$ cat src/rtl/tt_sweep_pkg.sv
// tt_sweep_pkg: shared constants and types
// for the truth-table sweep sequencer.
package tt_sweep_pkg;

  localparam int NIN     = 7;
  localparam int NPTS    = 1 << NIN;
  localparam int LAT_MAX = 7;

  typedef enum logic [1:0] {
    IDLE,
    DRIVE,
    DRAIN,
    DONE
  } tt_state_e;

  typedef logic [NPTS-1:0] tt_vec_t;
  typedef logic [NIN-1:0]  tt_idx_t;

  function automatic logic [7:0] inc_ones(
    input logic [7:0] n,
    input logic       b
  );
    return n + {7'd0, b};
  endfunction

endpackage

$ cat src/rtl/tt_capture_pipe.sv
// tt_capture_pipe: LAT-deep delay line of
// {valid, index} aligning issue with f_in.
module tt_capture_pipe
  import tt_sweep_pkg::*;
#(
  parameter int LAT = 0
) (
  input  logic    clk,
  input  logic    rst_n,
  input  logic    flush_i,
  input  logic    vld_i,
  input  tt_idx_t idx_i,
  output logic    vld_o,
  output tt_idx_t idx_o
);

  if (LAT == 0) begin : g_thru
    logic unused_thru;
    assign unused_thru = ^{clk, rst_n, flush_i};
    assign vld_o = vld_i;
    assign idx_o = idx_i;
  end else begin : g_pipe
    logic [LAT-1:0] v_q;
    tt_idx_t        ix_q [LAT];

    // shift issue tags; flush drops in-flight ones
    always_ff @(posedge clk or negedge rst_n) begin
      if (!rst_n) begin
        v_q <= '0;
        for (int k = 0; k < LAT; k++) begin
          ix_q[k] <= '0;
        end
      end else if (flush_i) begin
        v_q <= '0;
        for (int k = 0; k < LAT; k++) begin
          ix_q[k] <= '0;
        end
      end else begin
        v_q[0]  <= vld_i;
        ix_q[0] <= idx_i;
        for (int k = 1; k < LAT; k++) begin
          v_q[k]  <= v_q[k-1];
          ix_q[k] <= ix_q[k-1];
        end
      end
    end

    assign vld_o = v_q[LAT-1];
    assign idx_o = ix_q[LAT-1];
  end

endmodule

$ cat src/rtl/tt_sweep_ctrl.sv
// tt_sweep_ctrl: sweeps all input vectors of a
// 7-input network and captures its truth table.
module tt_sweep_ctrl
  import tt_sweep_pkg::*;
#(
  parameter int      LAT    = 0,
  parameter tt_vec_t EXP_TT =
    128'hfeeaeaa8fee8e880fee8e880eaa8a880
) (
  input  logic            clk,
  input  logic            rst_n,
  input  logic            start,
  input  logic            abort,
  output logic [NIN-1:0]  x_vec,
  input  logic            f_in,
  output logic            busy,
  output logic            done,
  output logic            valid,
  output logic [NPTS-1:0] tt,
  output logic [7:0]      ones,
  output logic            match
);

  localparam logic [2:0] LAT_M1 =
    3'((LAT > 0) ? LAT - 1 : 0);
  localparam tt_idx_t LAST_IDX =
    tt_idx_t'(NPTS - 1);

  tt_state_e  state_q;
  tt_idx_t    x_q;
  logic [2:0] cnt_q;
  logic       busy_q;
  logic       done_q;
  logic       valid_q;
  logic       match_q;
  tt_vec_t    tt_q;
  logic [7:0] ones_q;

  logic    accept;
  logic    issue;
  logic    active;
  logic    flush;
  logic    cap_v;
  tt_idx_t cap_idx;
  logic    cap;

  assign accept = (state_q == IDLE) && start;
  assign issue  = (state_q == DRIVE);
  assign active = (state_q == DRIVE) ||
                  (state_q == DRAIN);
  assign flush  = active && abort;

  tt_capture_pipe #(
    .LAT (LAT)
  ) u_pipe (
    .clk     (clk),
    .rst_n   (rst_n),
    .flush_i (flush),
    .vld_i   (issue),
    .idx_i   (x_q),
    .vld_o   (cap_v),
    .idx_o   (cap_idx)
  );

  assign cap = cap_v && active;

  // sequencer: issue, drain, report
  always_ff @(posedge clk or negedge rst_n) begin
    if (!rst_n) begin
      state_q <= IDLE;
      x_q     <= '0;
      cnt_q   <= '0;
      busy_q  <= 1'b0;
      done_q  <= 1'b0;
      valid_q <= 1'b0;
      match_q <= 1'b0;
    end else begin
      done_q <= 1'b0;
      unique case (state_q)
        IDLE: begin
          if (start) begin
            state_q <= DRIVE;
            x_q     <= '0;
            busy_q  <= 1'b1;
            valid_q <= 1'b0;
            match_q <= 1'b0;
          end
        end
        DRIVE: begin
          if (abort) begin
            state_q <= IDLE;
            busy_q  <= 1'b0;
          end else if (x_q == LAST_IDX) begin
            cnt_q   <= '0;
            state_q <= (LAT > 0) ? DRAIN : DONE;
          end else begin
            x_q <= x_q + 1'b1;
          end
        end
        DRAIN: begin
          if (abort) begin
            state_q <= IDLE;
            busy_q  <= 1'b0;
          end else if (cnt_q == LAT_M1) begin
            state_q <= DONE;
          end else begin
            cnt_q <= cnt_q + 1'b1;
          end
        end
        DONE: begin
          state_q <= IDLE;
          busy_q  <= 1'b0;
          done_q  <= 1'b1;
          valid_q <= 1'b1;
          match_q <= (tt_q == EXP_TT);
        end
        default: state_q <= IDLE;
      endcase
    end
  end

  // truth-table and popcount capture
  always_ff @(posedge clk or negedge rst_n) begin
    if (!rst_n) begin
      tt_q   <= '0;
      ones_q <= '0;
    end else if (accept) begin
      tt_q   <= '0;
      ones_q <= '0;
    end else if (cap) begin
      tt_q[cap_idx] <= f_in;
      ones_q <= inc_ones(ones_q, f_in);
    end
  end

  assign x_vec = x_q;
  assign busy  = busy_q;
  assign done  = done_q;
  assign valid = valid_q;
  assign tt    = tt_q;
  assign ones  = ones_q;
  assign match = match_q;

endmodule

$ cat config.mk
export PLATFORM = sky130hd
export DESIGN_NAME = tt_sweep_ctrl
export DESIGN_NICKNAME = d
export VERILOG_FILES = /design/src/rtl/tt_sweep_pkg.sv /design/src/rtl/tt_capture_pipe.sv /design/src/rtl/tt_sweep_ctrl.sv
export SDC_FILE = /design/constraint.sdc
export NUM_CORES = 1
export LEC_CHECK = 0
export ABC_CLOCK_PERIOD_IN_PS = 2800
export CAP_MARGIN = 5
export CELL_PAD_IN_SITES_DETAIL_PLACEMENT = 1
export CELL_PAD_IN_SITES_GLOBAL_PLACEMENT = 2
export CORE_MARGIN = 3
export CORE_UTILIZATION = 31
export DETAILED_ROUTE_END_ITERATION = 12
export GPL_TIMING_DRIVEN = 0
export MAX_ROUTING_LAYER = met4
export PLACE_DENSITY = 0.83
export SYNTH_ARGS = -nofsm -noshare
export SYNTH_HDL_FRONTEND = slang
export SYNTH_SLANG_ARGS = --single-unit
$ cat constraint.sdc
create_clock -name clk -period 2.8 [get_ports clk]
set_clock_uncertainty 0.2 [all_clocks]
set_input_delay 0.42 -clock clk [delete_from_list [all_inputs] [get_ports clk]]
set_output_delay 0.42 -clock clk [all_outputs]
set_load 0.01 [all_outputs]
==> metrics.txt <==
status=finished, final reports clean; Data required, critical path=2.97 ns; Worst Setup Path Type=register to register; largest family of logic cells by synthesized area=simple AND/OR/NAND/NOR gates; Worst setup EP type=register; grt ovf=0; compound-gate portion of the synthesized area=0.202; CP Max Fanout=10; fmax=374 MHz; Reg clk slew, reported paths=0.07 ns; final-report hold violation count=0; WL met2=15.0 mm; Power Density=741 mW/mm^2; Layout area overhead=35.8%; CTS tree=built; Syn Inst Count=815; core region area=0.0229 sq mm; multi-input combinational cell area=0.00331 sq mm; final worst-path cycle share=0.954; n_diodes=0; Pwr Total=7.36 mW; critical path arrival=2.84 ns; CTS Root Cell=clkbuf_16; Sw Ratio=0.404; CP Launch Type=register; top layer in use=met4; FF/Latch Area=0.00380 sq mm; I/O Buffers=151; slew margin rel.=0.174; H-tree levels=4; mux cell area share after synthesis=0.00838; DR DRC count=0; Clock Power Share=0.312; worst-margin pin slew=1.23 ns; sequential-to-total area share from yosys stat=0.520; initial drt markers=617; most frequent cells in the layout=152 x dfrtp_1, 150 x clkdlybuf4s50_1, 143 x nand3_1, 135 x o21ai_0, 132 x a21oi_1; Slew Limit Fails=0; simple-gate share of the synthesized area=0.211; M1 WL=14.5 mm; WHS=0.316 ns; clock buffer depth=2; Pleak=3.83 nW; CTS buffer count=17; DR WL/cell=24.1 um; antenna violations before repair=0; Die Y=160 um; layout net count=1,005; register bit total from synthesis=152; Synth Area in XOR/XNOR=0.00479; type of the most critical hold path=input pin to asynchronous set/reset pin; drt pass-1 iters=5; Detailed Route WL=31.7 mm; vias in the first global route=7,816; most common cell after layout, fill and taps aside=dfrtp_1; detailed placement HPWL=22.0 mm; GPL Wtd Cong=0.865; Synthesized Nets=830; Vias per Instance=5.73; P_sw=2.97 mW; Cell variety after synth=44; unrepaired setup endpoints after global routing=yes; Starting Density=0.319; synthesized-area fraction occupied by adder cells=0.0171; I/O pin count=152; Clock Sinks=152; met3 wire length=1.71 mm; sequential fraction of design power=0.347; pin count of the biggest net entering global routing=88; combinational power share=0.341; via count=7,542; Worst VDD drop=403 uV; std cell rows=55; final worst path period need=2.67 ns; Die W=160 um; fin util=0.434; # setup viols final=0; Int Pwr=4.39 mW; Total GRT Usage=0.253; Layout fillers=2,656; Max-Cap Viols=0; area of the mapped netlist=0.00732 sq mm; Final ANT Viol Nets=0; die area=0.0255 sq mm; first-pass GRT wire length=48.6 mm; layout cells sized above 1=0.0718; Synth Area per Inst=8.98 sq um; Clock Latency Late Sink=0.44 ns; synth warn=0; Setup TNS Final=0 ns
timing repair:
action / 4_1_cts / 5_1_grt
buffers inserted: 0 / 3
setup endpoints to repair: 59 / 84
pin swaps: 0 / 1
hold endpoints to repair: 65 / 0
hold buffers: 1 / 0
gates cloned: 0 / 0
resized for setup: 4 / 23
cell families (layout without fill, tap and decap cells):
logic type	after synthesis	count (layout)
AOI/OAI and AO/OA	284	284
xor gates and xnor gates	4	4
adders and majority gates	10	10
buffers and inverters	66	254
DFF	152	152
muxes	6	6
and+or+nand+nor	293	293
critical path, stage by stage, from the launching register on:
cell,delay (ns)
dfrtp_1,0.41
inv_1,0.14
ha_1,0.19
buf_2,0.23
nand2_1,0.31
nor2_2,0.44
buf_2,0.38
nand3_1,0.14
a21oi_1,0.16
sequential cells by signal, summed over array words and instances (netlist names):
signal and flops:
x_vec 7, ones 8, done 1, state_q 2, busy 1, match 1, cnt_q 3, valid 1
tt 128
through the flow:
stage,instances,setup slack (ns),cell area (sq um)
floorplan,815,0.731,7320
global placement,1279,-5.64,9220
detailed placement,1280,-0.349,9250
CTS,1313,-0.0604,9840
global route,1316,-0.0528,9940
finish,1316,0.128,9940
power groups by stage:
stage	combinational [mW]	clock, mW	sequential, mW
6_report	2.51	2.30	2.55
5_1_grt	2.69	2.43	2.59
4_1_cts	2.36	2.31	2.55
3_5_place_dp	2.34	0	2.60
3_3_place_gp	2.31	0	2.59
2_1_floorplan	1.18	0	2.62
cells in the mapped netlist, drive strengths merged:
master / n / area share
a21oi: 132 / 0.090
nand4b: 6 / 0.0072
nand2: 36 / 0.018
nor2b: 6 / 0.0051
buf: 18 / 0.012
a211o: 1 / 0.0012
a22o: 3 / 0.0036
nor4b: 4 / 0.0048
inv: 10 / 0.0051
dfrtp: 152 / 0.52
mux2i: 5 / 0.0068
nor4: 8 / 0.0068
and3: 2 / 0.0017
nor4bb: 8 / 0.011
o32a: 1 / 0.0014
o22ai: 1 / 0.00086
nand4: 14 / 0.012
a311oi: 1 / 0.0012
or4b: 1 / 0.0014
o21a: 1 / 0.0010
o2111ai: 1 / 0.0021
ha: 10 / 0.017
nor3: 11 / 0.0089
xor2: 4 / 0.0048
or3: 2 / 0.0017
o21ai: 137 / 0.094
o21bai: 1 / 0.0010
o32ai: 1 / 0.0012
and4b: 2 / 0.0027
nor2: 35 / 0.018
o31ai: 1 / 0.0010
nand2b: 8 / 0.0068
nand3: 144 / 0.098
clkbuf: 38 / 0.019
a21boi: 2 / 0.0026
or4: 3 / 0.0031
mux2: 1 / 0.0015
and2: 2 / 0.0017
a22oi: 1 / 0.0010
or4bb: 1 / 0.0015
layer usage:
metal	GRT usage	vias up
met2	0.391	289
li1	-	3349
met3	0.0431	34
met4	0.0625	0
met5	-	-
met1	0.349	3870
worst paths after layout:
check	start	slack [ns]	cells after the start	endpoint
min	rst_n	0.32	2	tt[30]$_DFFE_PN0P_
max reg2reg	state_q[1]$_DFFE_PN0P_	0.13	8	tt[30]$_DFFE_PN0P_
min in group clk	cnt_q[2]$_DFFE_PN0P_	0.32	1	cnt_q[2]$_DFFE_PN0P_
max	state_q[1]$_DFFE_PN0P_	0.13	8	tt[30]$_DFFE_PN0P_
max in group asynchronous	rst_n	1.21	3	tt[95]$_DFFE_PN0P_
min reg2reg	cnt_q[2]$_DFFE_PN0P_	0.32	1	cnt_q[2]$_DFFE_PN0P_
final cells by class:
cell class | count | area share
clock buffers | 18 | 0.0432
well taps | 313 | 0.0394
plain buffers | 56 | 0.0239
repair buffers | 156 | 0.160
flip-flops and latches | 152 | 0.383
inverters | 10 | 0.00378
clock inverters | 14 | 0.0142
multi-input cells | 597 | 0.333
Power figures use the tool's default switching activity.
